===== src/rtl/xy_router_cb_if.sv =====
// Bus bundle for one xy_router_cb tile: five flit inputs with credit return to the
// upstream side, and five registered flit outputs with credit return from downstream.
//   in_data/in_valid   : flit per input port p at in_data[p*LL +: LL]
//   in_credit          : one-cycle pulse per freed input FIFO slot
//   out_data/out_valid : registered flit per output port
//   out_credit         : one-cycle credit return pulse per output
//   ovf_err            : sticky per-input overflow flags
// The master modport is the environment side (sources and sinks), the slave modport is the router.
interface xy_router_cb_if #(
  parameter int unsigned LL = 16
) ();
  logic [5*LL-1:0] in_data;
  logic [4:0]      in_valid;
  logic [4:0]      in_credit;
  logic [5*LL-1:0] out_data;
  logic [4:0]      out_valid;
  logic [4:0]      out_credit;
  logic [4:0]      ovf_err;

  modport master (
    output in_data, in_valid, out_credit,
    input  in_credit, out_data, out_valid, ovf_err
  );

  modport slave (
    input  in_data, in_valid, out_credit,
    output in_credit, out_data, out_valid, ovf_err
  );
endinterface


===== src/rtl/xy_router_cb.sv =====
// Five-port mesh router tile: per-input flit FIFOs, XY dimension-ordered routing,
// per-output round-robin switch allocation and credit-based flow control.
// Port index: 0 = +X, 1 = -X, 2 = +Y, 3 = -Y, 4 = local ejection.
//   clk    : rising-edge clock
//   reset  : synchronous, active-high
//   X, Y   : this node's coordinates (static)
//   bus    : flit/credit bundle (slave side), see xy_router_cb_if
module xy_router_cb #(
  parameter int unsigned LL    = 16,
  parameter int unsigned MM    = 2,
  parameter int unsigned DEPTH = 4,
  parameter int unsigned CRED  = 4
) (
  input  logic          clk,
  input  logic          reset,
  input  logic [MM-1:0] X,
  input  logic [MM-1:0] Y,
  xy_router_cb_if.slave bus
);

  localparam int unsigned NP  = 5;
  localparam int unsigned AW  = $clog2(DEPTH);
  localparam int unsigned CW  = $clog2(DEPTH + 1);
  localparam int unsigned CRW = $clog2(CRED + 1);

  typedef logic [LL-1:0] flit_t;

  flit_t          mem_q      [NP][DEPTH];
  logic [AW-1:0]  wr_ptr_q   [NP];
  logic [AW-1:0]  wr_ptr_d   [NP];
  logic [AW-1:0]  rd_ptr_q   [NP];
  logic [AW-1:0]  rd_ptr_d   [NP];
  logic [CW-1:0]  cnt_q      [NP];
  logic [CW-1:0]  cnt_d      [NP];
  logic [2:0]     ptr_q      [NP];
  logic [2:0]     ptr_d      [NP];
  logic [CRW-1:0] credit_q   [NP];
  logic [CRW-1:0] credit_d   [NP];
  flit_t          out_data_q [NP];
  flit_t          out_data_d [NP];
  logic [NP-1:0]  out_valid_q, out_valid_d;
  logic [NP-1:0]  in_credit_q, in_credit_d;
  logic [NP-1:0]  ovf_err_q, ovf_err_d;

  flit_t          head       [NP];
  logic [2:0]     route      [NP];
  logic [NP-1:0]  nonempty;
  logic [NP-1:0]  req        [NP];
  logic [NP-1:0]  gnt_vld;
  logic [2:0]     gnt_src    [NP];
  logic [NP-1:0]  pop;
  logic [NP-1:0]  push;

  // Round-robin search: first requester at or above ptr, wrapping mod 5.
  // Returns {found, index}.
  function automatic logic [3:0] rr_pick(input logic [NP-1:0] r, input logic [2:0] p);
    int unsigned c;
    logic        found;
    logic [2:0]  idx;
    found = 1'b0;
    idx   = 3'd0;
    for (int k = 0; k < NP; k++) begin
      c = int'(p) + k;
      if (c >= NP) c = c - NP;
      if (!found && r[c]) begin
        found = 1'b1;
        idx   = 3'(c);
      end
    end
    return {found, idx};
  endfunction

  // Route compute on every FIFO head.
  always_comb begin
    for (int p = 0; p < NP; p++) begin
      head[p]     = mem_q[p][rd_ptr_q[p]];
      nonempty[p] = (cnt_q[p] != '0);
      if (head[p][LL-1 -: MM] > X)            route[p] = 3'd0;
      else if (head[p][LL-1 -: MM] < X)       route[p] = 3'd1;
      else if (head[p][LL-MM-1 -: MM] > Y)    route[p] = 3'd2;
      else if (head[p][LL-MM-1 -: MM] < Y)    route[p] = 3'd3;
      else                                    route[p] = 3'd4;
    end
  end

  // Switch allocation, one arbiter per output, gated by available credit.
  always_comb begin
    logic [3:0] pick;
    pop = '0;
    for (int o = 0; o < NP; o++) begin
      for (int i = 0; i < NP; i++) begin
        req[o][i] = nonempty[i] && (route[i] == 3'(o));
      end
      pick       = rr_pick(req[o], ptr_q[o]);
      gnt_vld[o] = pick[3] && (credit_q[o] != '0);
      gnt_src[o] = pick[2:0];
      ptr_d[o]   = ptr_q[o];
      if (gnt_vld[o]) begin
        ptr_d[o]         = (gnt_src[o] == 3'd4) ? 3'd0 : gnt_src[o] + 3'd1;
        pop[gnt_src[o]]  = 1'b1;
      end
    end
  end

  // FIFO bookkeeping; a pop in the same cycle frees the slot for a write into a full FIFO.
  always_comb begin
    for (int p = 0; p < NP; p++) begin
      push[p]      = bus.in_valid[p] && ((cnt_q[p] != CW'(DEPTH)) || pop[p]);
      wr_ptr_d[p]  = wr_ptr_q[p] + AW'(push[p]);
      rd_ptr_d[p]  = rd_ptr_q[p] + AW'(pop[p]);
      cnt_d[p]     = cnt_q[p] + CW'(push[p]) - CW'(pop[p]);
      ovf_err_d[p] = ovf_err_q[p] | (bus.in_valid[p] & ~push[p]);
    end
  end

  // Output registers and credit counters.
  always_comb begin
    in_credit_d = pop;
    out_valid_d = gnt_vld;
    for (int o = 0; o < NP; o++) begin
      out_data_d[o] = gnt_vld[o] ? head[gnt_src[o]] : out_data_q[o];
      credit_d[o]   = credit_q[o];
      unique case ({bus.out_credit[o], gnt_vld[o]})
        2'b10: if (credit_q[o] != CRW'(CRED)) credit_d[o] = credit_q[o] + CRW'(1);
        2'b01: credit_d[o] = credit_q[o] - CRW'(1);
        default: credit_d[o] = credit_q[o];
      endcase
    end
  end

  always_ff @(posedge clk) begin
    if (reset) begin
      for (int p = 0; p < NP; p++) begin
        wr_ptr_q[p]   <= '0;
        rd_ptr_q[p]   <= '0;
        cnt_q[p]      <= '0;
        ptr_q[p]      <= '0;
        credit_q[p]   <= CRW'(CRED);
        out_data_q[p] <= '0;
      end
      out_valid_q <= '0;
      in_credit_q <= '0;
      ovf_err_q   <= '0;
    end else begin
      for (int p = 0; p < NP; p++) begin
        wr_ptr_q[p]   <= wr_ptr_d[p];
        rd_ptr_q[p]   <= rd_ptr_d[p];
        cnt_q[p]      <= cnt_d[p];
        ptr_q[p]      <= ptr_d[p];
        credit_q[p]   <= credit_d[p];
        out_data_q[p] <= out_data_d[p];
      end
      out_valid_q <= out_valid_d;
      in_credit_q <= in_credit_d;
      ovf_err_q   <= ovf_err_d;
    end
  end

  // Flit storage needs no reset: occupancy is tracked by the counters above.
  always_ff @(posedge clk) begin
    for (int p = 0; p < NP; p++) begin
      if (!reset && push[p]) mem_q[p][wr_ptr_q[p]] <= bus.in_data[p*LL +: LL];
    end
  end

  always_comb begin
    bus.out_data = '0;
    for (int o = 0; o < NP; o++) bus.out_data[o*LL +: LL] = out_data_q[o];
  end

  assign bus.out_valid = out_valid_q;
  assign bus.in_credit = in_credit_q;
  assign bus.ovf_err   = ovf_err_q;

endmodule


===== src/flat_wrapper.sv =====
// flat-port wrapper written by rule: the top's interface ports become plain ports
module xy_router_cb_flat 
#(
  parameter int unsigned LL    = 16,
  parameter int unsigned MM    = 2,
  parameter int unsigned DEPTH = 4,
  parameter int unsigned CRED  = 4
)
  (clk, reset, X, Y, bus_in_data, bus_in_valid, bus_out_credit, bus_in_credit, bus_out_data, bus_out_valid, bus_ovf_err);
  xy_router_cb_if #(.LL(LL)) bus_i ();
  input  logic clk;
  input  logic reset;
  input  logic [MM-1:0] X;
  input  logic [MM-1:0] Y;
  input wire logic [$bits(bus_i.in_data)-1:0] bus_in_data;
  input wire logic [$bits(bus_i.in_valid)-1:0] bus_in_valid;
  input wire logic [$bits(bus_i.out_credit)-1:0] bus_out_credit;
  output wire logic [$bits(bus_i.in_credit)-1:0] bus_in_credit;
  output wire logic [$bits(bus_i.out_data)-1:0] bus_out_data;
  output wire logic [$bits(bus_i.out_valid)-1:0] bus_out_valid;
  output wire logic [$bits(bus_i.ovf_err)-1:0] bus_ovf_err;
  assign bus_i.in_data = bus_in_data;
  assign bus_i.in_valid = bus_in_valid;
  assign bus_i.out_credit = bus_out_credit;
  assign bus_in_credit = bus_i.in_credit;
  assign bus_out_data = bus_i.out_data;
  assign bus_out_valid = bus_i.out_valid;
  assign bus_ovf_err = bus_i.ovf_err;
  xy_router_cb #(.LL(LL), .MM(MM), .DEPTH(DEPTH), .CRED(CRED)) u_core (.clk(clk), .reset(reset), .X(X), .Y(Y), .bus(bus_i));
endmodule

===== config.mk =====
export PLATFORM = sky130hd
export DESIGN_NAME = xy_router_cb_flat
export DESIGN_NICKNAME = d
export VERILOG_FILES = /design/src/rtl/xy_router_cb_if.sv /design/src/rtl/xy_router_cb.sv /design/src/flat_wrapper.sv
export SDC_FILE = /design/constraint.sdc
export NUM_CORES = 1
export LEC_CHECK = 0
export CORE_MARGIN = 3
export CORE_UTILIZATION = 28
export DETAILED_ROUTE_END_ITERATION = 6
export SLEW_MARGIN = 20
export SYNTH_ARGS = -nofsm -noshare
export SYNTH_HDL_FRONTEND = slang
export SYNTH_SLANG_ARGS = --single-unit

===== constraint.sdc =====
create_clock -name clk -period 8.3 [get_ports clk]
set_clock_uncertainty 0.05 [all_clocks]
set_input_delay 1.66 -clock clk [delete_from_list [all_inputs] [get_ports clk]]
set_output_delay 1.66 -clock clk [all_outputs]
set_load 0.02 [all_outputs]

==> key figures, run 1 <==
Timing
  • Worst Max-Slew Pin Slew: 1.056 ns
  • Period utilization: about nine tenths
  • Final slew viol count: 0
  • Unrepaired setup endpoints after global routing: no
  • Minimum clock period: between 7 and 8 ns
  • Final Hold Viols: 0
  • Fmax: approximately 140 MHz
  • Max_slew headroom: around 29%
  • Finish-stage setup viols: 0
  • Worst Hold Slack: ~0.43 ns
  • Fin Setup TNS: 0 ns

CTS
  • Clock slew at reported path FFs: 0.06 ns
  • CTS max path bufs: 3
  • Post-CTS Hold Fix Bufs: 0
  • Total CTS buffers: 54
  • Clk root buf: clkbuf_16
  • Post-cts resize count: 0
  • Sink Count: 480
  • Buffer count from post-CTS setup fixing: 0
  • H-tree level count: 2
  • CTS tree: yes
  • Clock insertion delay at the later pin of the skew report: between 0.6 and 0.7 ns

Critical path
  • Worst-path cell with the longest stage delay: nor4_1
  • Crit path depth: 21
  • Reg2reg path depth: 23
  • Max stage delay on crit path: a little over 0.9 ns
  • Critical Path RT: 8.73 ns
  • Most common cell on crit path: ha_1
  • Critical path arrival: 7.78 ns
  • Reg-to-reg slack, setup: 1.01 ns
  • CP cell instances: clkdlybuf4s50_1 -> ha_1 -> nand2_1 -> or3_1 -> or4b_1 -> o211ai_2 -> a31oi_1 -> and2_1 -> a32oi_2 -> or2_1 -> nor3_1 -> nor4_1 -> inv_2 -> ha_1 -> inv_1 -> ha_1 -> inv_1 -> fa_1 -> xor2_1 -> xnor2_1 -> nor2_1
  • Largest fanout on the critical path: 11
  • Crit-path leading delay family: simple AND/OR/NAND/NOR gates
  • Critical path buffers and inverters: 4
  • Critical path endpoint category: flop
  • Critical setup path kind: input pin to flop
  • Critical path launch point type: input pin

Detailed routing
  • Vias: between 20k and 25k
  • Drc violations: 9
  • Avg Vias per Cell: ~5.5
  • Pre-antenna DRT Iters: 7
  • Detail Route Antenna Nets: 0
  • Routed len/inst: 23.70 µm
  • Total Wirelength: approximately 90000 µm
  • Detailed Route Iter0 Violations: between 2k and 2.5k

Synth
  • Synth top area cells: edfxtp_1 36%, dfxtp_1 12%, mux4_2 6.9%, ha_1 4.4%, mux2i_1 2.7%
  • Netlist cell types: ~120
  • Syn_area_per_cell: about 11 µm²
  • Area leader, netlist: edfxtp_1
  • Synth Flop Type: edfxtp_1
  • Gate Count Post-Synth: between 2k and 2.5k
  • Synth Register Bits: 480
  • Number of synthesized flops with an enable pin: between 300 and 400
  • Yosys Warn Count: 0
  • Async S/R FF share, synth: 0%
  • Post-synth top area share: 35.66%
  • Synth Net Count: 2549
  • Post-Syn Area: 26940 µm²
  • Seq/Total Area, Yosys: between 40% and 50%

Global route
  • First-pass GRT wire length: between 100000 and 150000 µm
  • GRT Total Usage: around 17%
  • Grt ovf: 0
  • Number of global-route vias before repair: a little under 20k
  • Largest net degree at the start of global routing: 73
  • Initial antenna violation count: 3

Floorplan
  • Die X: ~320 µm
  • Die height: about 320 µm
  • Number of core rows: approximately 110
  • I/O Pins: between 150 and 200
  • Starting Density: 28.32%
  • Core area: ~95000 µm²
  • Die Area: ~100000 µm²

Placed design
  • Port Buffers: 190
  • Final GP Congestion: just over 0.9
  • Final HPWL DP: between 60000 and 70000 µm

Finish
  • Final core occ: ~34%
  • Ant. Diodes: 0
  • Area growth syn-to-layout: 19.34%
  • Layout Nets: between 2k and 3k
  • Most frequent cells in the layout: 320 x edfxtp_1, 189 x clkdlybuf4s50_1, 170 x nor2_1
  • Ratio of cells with drive above 1 in the final layout: between 10% and 20%
  • Most common cell after layout, fill and taps aside: edfxtp_1

Job
  • Total of max-cap violations: 0

Min path
  • Hold Crit Class: flop to flop
  • Min-Delay Path Depth: 2

Outcome
  • Status: finished with violations
  • Failing checks: DRC
-- synth_stat cells, types with 30 or more instances --
cell type / number
a21oi_1: 96
a22oi_1: 52
a31oi_1: 30
buf_2: 38
clkbuf_1: 71
dfxtp_1: 160
edfxtp_1: 320
ha_1: 94
inv_1: 107
mux2_2: 39
mux2i_1: 73
mux4_2: 82
nand2_1: 114
nand2b_1: 47
nand3_1: 38
nor2_1: 172
nor2b_1: 53
nor3_1: 52
o21ai_0: 50
or3_1: 36
xnor2_1: 46
-- logic make-up (layout without fill, tap and decap cells) --
group                      Yosys count  count (layout)  share of synthesized area, %
and+or+nand+nor                    650             650                         12.70
AOI/OAI and AO/OA                  608             608                         17.42
DFF                                480             480                         47.55
buffers and inverters              252             465                         3.975
muxes                              195             195                         11.25
adders and majority gates          109             109                         5.479
xor gates and xnor gates            50              50                         1.625
-- path summary, 6_finish.rpt --
check                                         endpoint                   start
worst max-delay path                u_core.cnt_q[0][8]                    X[0]
worst min-delay path            u_core.credit_q[0][13]  u_core.credit_q[0][13]
worst max register to register      u_core.cnt_q[0][8]   u_core.rd_ptr_q[0][2]
worst min register to register  u_core.credit_q[0][13]  u_core.credit_q[0][13]
-- layer usage --
layer / vias up / global-route usage (%) / wire (µm)
met1: 10240 / 22.96 / 37810
met4: 4 / 6.186 / 3542
li1: 9476 / - / -
met3: 208 / 3.438 / 7264
met5: - / 0 / 23
met2: 936 / 28.61 / 41920
-- per-stage QoR --
stage / instances / setup WS [ns] / area, µm²
finish: 3822 / 0.9558 / 32150
global route: 3822 / 0.6366 / 32150
CTS: 3822 / 1.038 / 32150
detailed placement: 3721 / 0.4407 / 30340
global placement: 3721 / 0.5583 / 30340
floorplan: 2344 / 1.494 / 26940
-- sequential cells by signal (all words and copies together), names as in the netlist --
register              count
u_core.rd_ptr_q          10
u_core.cnt_q             15
u_core.ptr_q             15
u_core.out_data_q        80
u_core.credit_q          15
u_core.mem_q            320
u_core.bus.in_credit      5
u_core.bus.ovf_err        5
u_core.wr_ptr_q          10
u_core.bus.out_valid      5
-- area by class of cell --
| class | instances | area (µm²) |
|---|---|---|
| Tap cell | 1265 | 1583 |
| Sequential cell | 480 | 12810 |
| Timing Repair Buffer | 247 | 2331 |
| Clock buffer | 63 | 1385 |
| Inverter | 117 | 451.7 |
| Fill cell | 9432 | 63000 |
| Multi-Input combinational cell | 1612 | 13160 |
| Clock inverter | 38 | 430.4 |
-- worst register-to-register path: cells and delay by family, from the launching register on --
kind | cells | cell delay (ns)
AO/OA/AOI/OAI | 3 | 1.11
XOR/XNOR | 2 | 0.30
adder cells (fa/ha/maj) | 4 | 1.20
buffers and inverters | 5 | 0.86
flip-flops | 1 | 0.56
multiplexers | 2 | 0.94
AND/OR/NAND/NOR | 7 | 2.18
Power of run 1 is not shown: default switching activity piles up to over one toggle a cycle in this logic, so the estimate is an artifact.
==> run 2: changes to the inputs <==
Settings changed: CORE_MARGIN 3 to 4.
==> run 2 against run 1 <==
- the flow still finishes with violations (DRC)
- final area up 0.22%
- die area up 1.3%
- clock-buffer cell count up 5
- via count down 0.36%
- maximum frequency up 2.5%
- setup slack better by 0.18 ns
- sequential cell count unchanged
- hold slack better by 0.012 ns
- largest cell class unchanged
- highest routed layer is now met4
==> key figures, run 2 (synthesized netlist as in run 1, its figures left out) <==
Outcome
  • Status: finished with violations
  • Failing checks: DRC

Min path
  • Hold Crit Class: flop to flop
  • Min-Delay Path Depth: 2

Detailed routing
  • Vias: approximately 21k
  • Avg Vias per Cell: 5.432
  • Detail Route Antenna Nets: 0
  • Total Wirelength: around 91000 µm
  • Detailed Route Iter0 Violations: about 2.2k
  • Drc violations: 28
  • Routed len/inst: between 20 and 25 µm
  • Pre-antenna DRT Iters: 7

Critical path
  • Worst-path cell with the longest stage delay: nor2_2
  • Critical setup path kind: input pin to flop
  • Largest fanout on the critical path: 16
  • Max stage delay on crit path: 0.69 ns
  • Critical path endpoint category: flop
  • Reg-to-reg slack, setup: 1.36 ns
  • Critical path arrival: roughly 7.6 ns
  • Critical path launch point type: input pin
  • Most common cell on crit path: ha_1
  • Reg2reg path depth: 21
  • Critical Path RT: 8.72 ns
  • CP cell instances: clkdlybuf4s50_1 -> ha_1 -> nand2_1 -> or3_1 -> nor3_1 -> mux2i_1 -> o32a_1 -> o211ai_1 -> a21oi_1 -> nor2_2 -> nor2_2 -> a31oi_1 -> nand2_1 -> ha_1 -> inv_1 -> ha_1 -> fa_1 -> xnor2_1 -> xnor2_1 -> nor2_1

Timing
  • Fin Setup TNS: 0 ns
  • Worst Max-Slew Pin Slew: 1.172 ns
  • Fmax: 139.6 MHz
  • Max_slew headroom: 21.27%
  • Unrepaired setup endpoints after global routing: no
  • Minimum clock period: 7.162 ns
  • Finish-stage setup viols: 0
  • Final Hold Viols: 0
  • Period utilization: a little under nine tenths
  • Final slew viol count: 0

Job
  • Total of max-cap violations: 0

CTS
  • H-tree level count: 2
  • Sink Count: 480
  • Total CTS buffers: 53
  • Post-cts resize count: 0
  • CTS tree: yes
  • Clk root buf: clkbuf_16
  • Clock slew at reported path FFs: roughly 0.060 ns
  • CTS max path bufs: 3
  • Clock insertion delay at the later pin of the skew report: just over 0.6 ns
  • Post-CTS Hold Fix Bufs: 0
  • Buffer count from post-CTS setup fixing: 0

Global route
  • Number of global-route vias before repair: 19.96k
  • GRT Total Usage: between 10% and 20%
  • First-pass GRT wire length: about 130000 µm
  • Initial antenna violation count: 0
  • Largest net degree at the start of global routing: 65
  • Grt ovf: 0

Floorplan
  • Die Area: between 100000 and 150000 µm²
  • Die X: roughly 320 µm
  • Die height: roughly 320 µm
  • Number of core rows: 113
  • I/O Pins: roughly 190
  • Starting Density: between 20% and 30%
  • Core area: between 90000 and 100000 µm²

Finish
  • Most frequent cells in the layout: 320 x edfxtp_1, 189 x clkdlybuf4s50_1, 169 x nor2_1
  • Layout Nets: about 2.7k
  • Area growth syn-to-layout: 19.60%
  • Ant. Diodes: 0
  • Final Non-Filler Cells: ~3.8k
  • Most common cell after layout, fill and taps aside: edfxtp_1
  • Ratio of cells with drive above 1 in the final layout: between 10% and 20%
  • Max FFs per register: 320

Placed design
  • Cells after DPL: between 3k and 4k
  • Final HPWL DP: 68300 µm
  • Port Buffers: 190
  • Final GP Congestion: ~0.9
run 2: cell count changes in the layout (fill, tap and decap cells not counted), sizes merged:
| cell | previous run | this run |
|---|---|---|
| clkinv | 20 | 12 |
| inv | 123 | 125 |
| buf | 58 | 64 |
| clkbuf | 63 | 68 |
run 2: through the flow:
step	setup slack [ns]	util, %	hold WS (ns)	area (µm²)
floorplan	1.494	-	0.3993	26940
detailed placement	0.6351	31.89	0.4251	30390
global placement	0.6115	31.89	0.4150	30390
global route	0.7841	33.82	0.4757	32220
finish	1.138	33.82	0.4408	32220
CTS	1.271	33.81	0.4372	32220
run 2: cell type report:
cell class,count,area [µm²]
Clock buffer,68,1423
Clock inverter,32,402.9
Fill cell,9515,63070
Inverter,117,451.7
Multi-Input combinational cell,1612,13180
Sequential cell,480,12810
Tap cell,1265,1583
Timing Repair Buffer,253,2376
run 2: layer usage:
layer,track usage [%],part of all wire (%)
met2,27.72,46
met3,3.750,8.4
met4,5.702,3.6
met1,23.13,42
met5,0,0
run 2: path summary, 6_finish.rpt:
path / start / to
setup / recovery: X[0] / u_core.cnt_q[0][5]
hold reg to reg: u_core.credit_q[0][13] / u_core.credit_q[0][13]
hold / removal: u_core.credit_q[0][13] / u_core.credit_q[0][13]
setup reg to reg: u_core.rd_ptr_q[0][9] / u_core.cnt_q[0][8]
run 2: critical path: cells and delay by family:
family          cells  cell delay [ns]
compound gates      4             1.16
xor+xnor            2             0.31
fa+ha+maj           4             1.26
buf+inv             2             0.63
mux                 1             0.15
simple gates        7             2.40
Power of run 2 is left out for the same reason.
==> run 3: changes to the inputs <==
Settings changed: HOLD_SLACK_MARGIN set to 0.1, PLACE_DENSITY set to 0.53, REMOVE_ABC_BUFFERS set to 1.
==> run 3 against run 2 <==
- cell count up 0.10%
- clock-buffer cell count unchanged
- utilization fell by 0.099 points
- maximum frequency decreased by 0.83%
- hold slack got worse by 0.0053 ns
- die area stayed put
- highest routed layer is now met5
- global-route usage grew 0.98 points
- register-to-register slack worse by 0.16 ns
- the run now ends clean
- first-iteration DRC count shrank 5.1%
==> key figures, run 3 (synthesized netlist as in run 1, its figures left out) <==
Detailed routing
  • Routed len/inst: ~25 µm
  • Total Wirelength: about 96000 µm
  • Avg Vias per Cell: 5.498
  • Detailed Route Iter0 Violations: 2055
  • Vias: approximately 21k
  • Pre-antenna DRT Iters: 6
  • Drc violations: 0
  • Detail Route Antenna Nets: 0

Timing
  • Final slew viol count: 0
  • Fmax: between 100 and 150 MHz
  • Worst Hold Slack: about 0.44 ns
  • Max_slew headroom: between 20 and 30%
  • Worst setup margin: 1.079 ns
  • Fin Setup TNS: 0 ns
  • Period utilization: between 80% and 90%
  • Finish-stage setup viols: 0
  • Unrepaired setup endpoints after global routing: no
  • Worst Max-Slew Pin Slew: ~1.0 ns
  • Minimum clock period: between 7 and 8 ns
  • Final Hold Viols: 0

Floorplan
  • Die height: ~320 µm
  • Number of core rows: 113
  • Die X: approximately 320 µm
  • Starting Density: roughly 28%
  • Die Area: around 100000 µm²
  • Core area: around 95000 µm²
  • I/O Pins: 191

CTS
  • Clk root buf: clkbuf_16
  • H-tree level count: 2
  • Sink Count: 480
  • Clock slew at reported path FFs: approximately 0.060 ns
  • Post-cts resize count: 0
  • Post-CTS Hold Fix Bufs: 0
  • CTS max path bufs: 3
  • Buffer count from post-CTS setup fixing: 0
  • CTS tree: yes
  • Clock insertion delay at the later pin of the skew report: between 0.6 and 0.7 ns
  • Total CTS buffers: 55

Critical path
  • Critical Path RT: roughly 8.7 ns
  • Critical path launch point type: input pin
  • Critical setup path kind: input pin to flop
  • Critical path arrival: 7.66 ns
  • CP startpoint: X[1]
  • Most common cell on crit path: ha_1
  • Max stage delay on crit path: between 0.6 and 0.7 ns
  • RR Startpoint: u_core.rd_ptr_q[0][0]
  • Largest fanout on the critical path: 11
  • Worst-path cell with the longest stage delay: o211ai_1
  • Critical path endpoint category: flop
  • CP cell instances: clkdlybuf4s50_1 -> inv_1 -> ha_1 -> nor2b_1 -> o211ai_1 -> mux2i_1 -> a221oi_2 -> and3_1 -> nor4b_1 -> a211o_1 -> and2_1 -> nor4_2 -> a311oi_4 -> nand2_1 -> ha_1 -> inv_1 -> ha_1 -> fa_1 -> xnor2_1 -> xnor2_1 -> nor2_1

Global route
  • Number of global-route vias before repair: 20.90k
  • First-pass GRT wire length: about 140000 µm
  • Largest net degree at the start of global routing: 63
  • Grt ovf: 0
  • Initial antenna violation count: 8
  • GRT Total Usage: 18.22%

Finish
  • Area growth syn-to-layout: 19.25%
  • Layout Nets: around 2.7k
  • Most common cell after layout, fill and taps aside: edfxtp_1
  • Final core occ: 33.72%
  • Filler cell count: 9495
  • Ratio of cells with drive above 1 in the final layout: 13.92%
  • Most frequent cells in the layout: 320 x edfxtp_1, 189 x clkdlybuf4s50_1, 170 x nor2_1
  • Max FFs per register: 320

Job
  • Total of max-cap violations: 0

Min path
  • Hold Startpoint: u_core.bus.ovf_err[4]
  • Hold Crit Class: flop to flop

Placed design
  • Final HPWL DP: about 70000 µm
  • Final GP Congestion: between 0.9 and 1
  • Port Buffers: 190
  • Pre-CTS WS: around 0.49 ns

Outcome
  • Status: completed
-- run 3: layer usage --
metal  wire length (µm)  GRT usage, %  share of wire [%]
met1              41010         24.47                 43
met3               7765         4.042                8.1
met2              44800         29.98                 47
met5                 28             0              0.029
met4               2152         4.357                2.2
-- run 3: metrics by stage --
step,cells,area (µm²)
3_5_place_dp,3728,30390
6_report,3831,32130
3_3_place_gp,3728,30390
2_1_floorplan,2209,26330
4_1_cts,3829,32120
5_1_grt,3830,32130
-- run 3: layout make-up --
class	count	area, µm²	area share, %
clock inverters	33	281.5	0.8762
inverters	117	451.7	1.406
well taps	1265	1583	4.926
clock buffers	68	1456	4.533
multi-input cells	1612	13160	40.95
flip-flops and latches	480	12810	39.88
repair buffers	254	2384	7.418
diodes	2	5.005	0.01558
-- run 3: final timing paths --
path | slack (ns) | cells after the start | endpoint
worst max register to register | 1.20 | 22 | u_core.cnt_q[0][2]
worst min-delay path | 0.44 | 2 | u_core.bus.ovf_err[4]
worst max-delay path | 1.08 | 21 | u_core.cnt_q[0][2]
worst min register to register | 0.44 | 2 | u_core.bus.ovf_err[4]
-- run 3: critical path, delay by kind of cell --
kind                     cells  cell delay, ns
AO/OA/AOI/OAI                4            1.79
AND/OR/NAND/NOR              7            1.61
adder cells (fa/ha/maj)      4            1.22
XOR/XNOR                     2            0.33
multiplexers                 1            0.23
buffers and inverters        3            0.80
Power of run 3 is left out for the same reason.
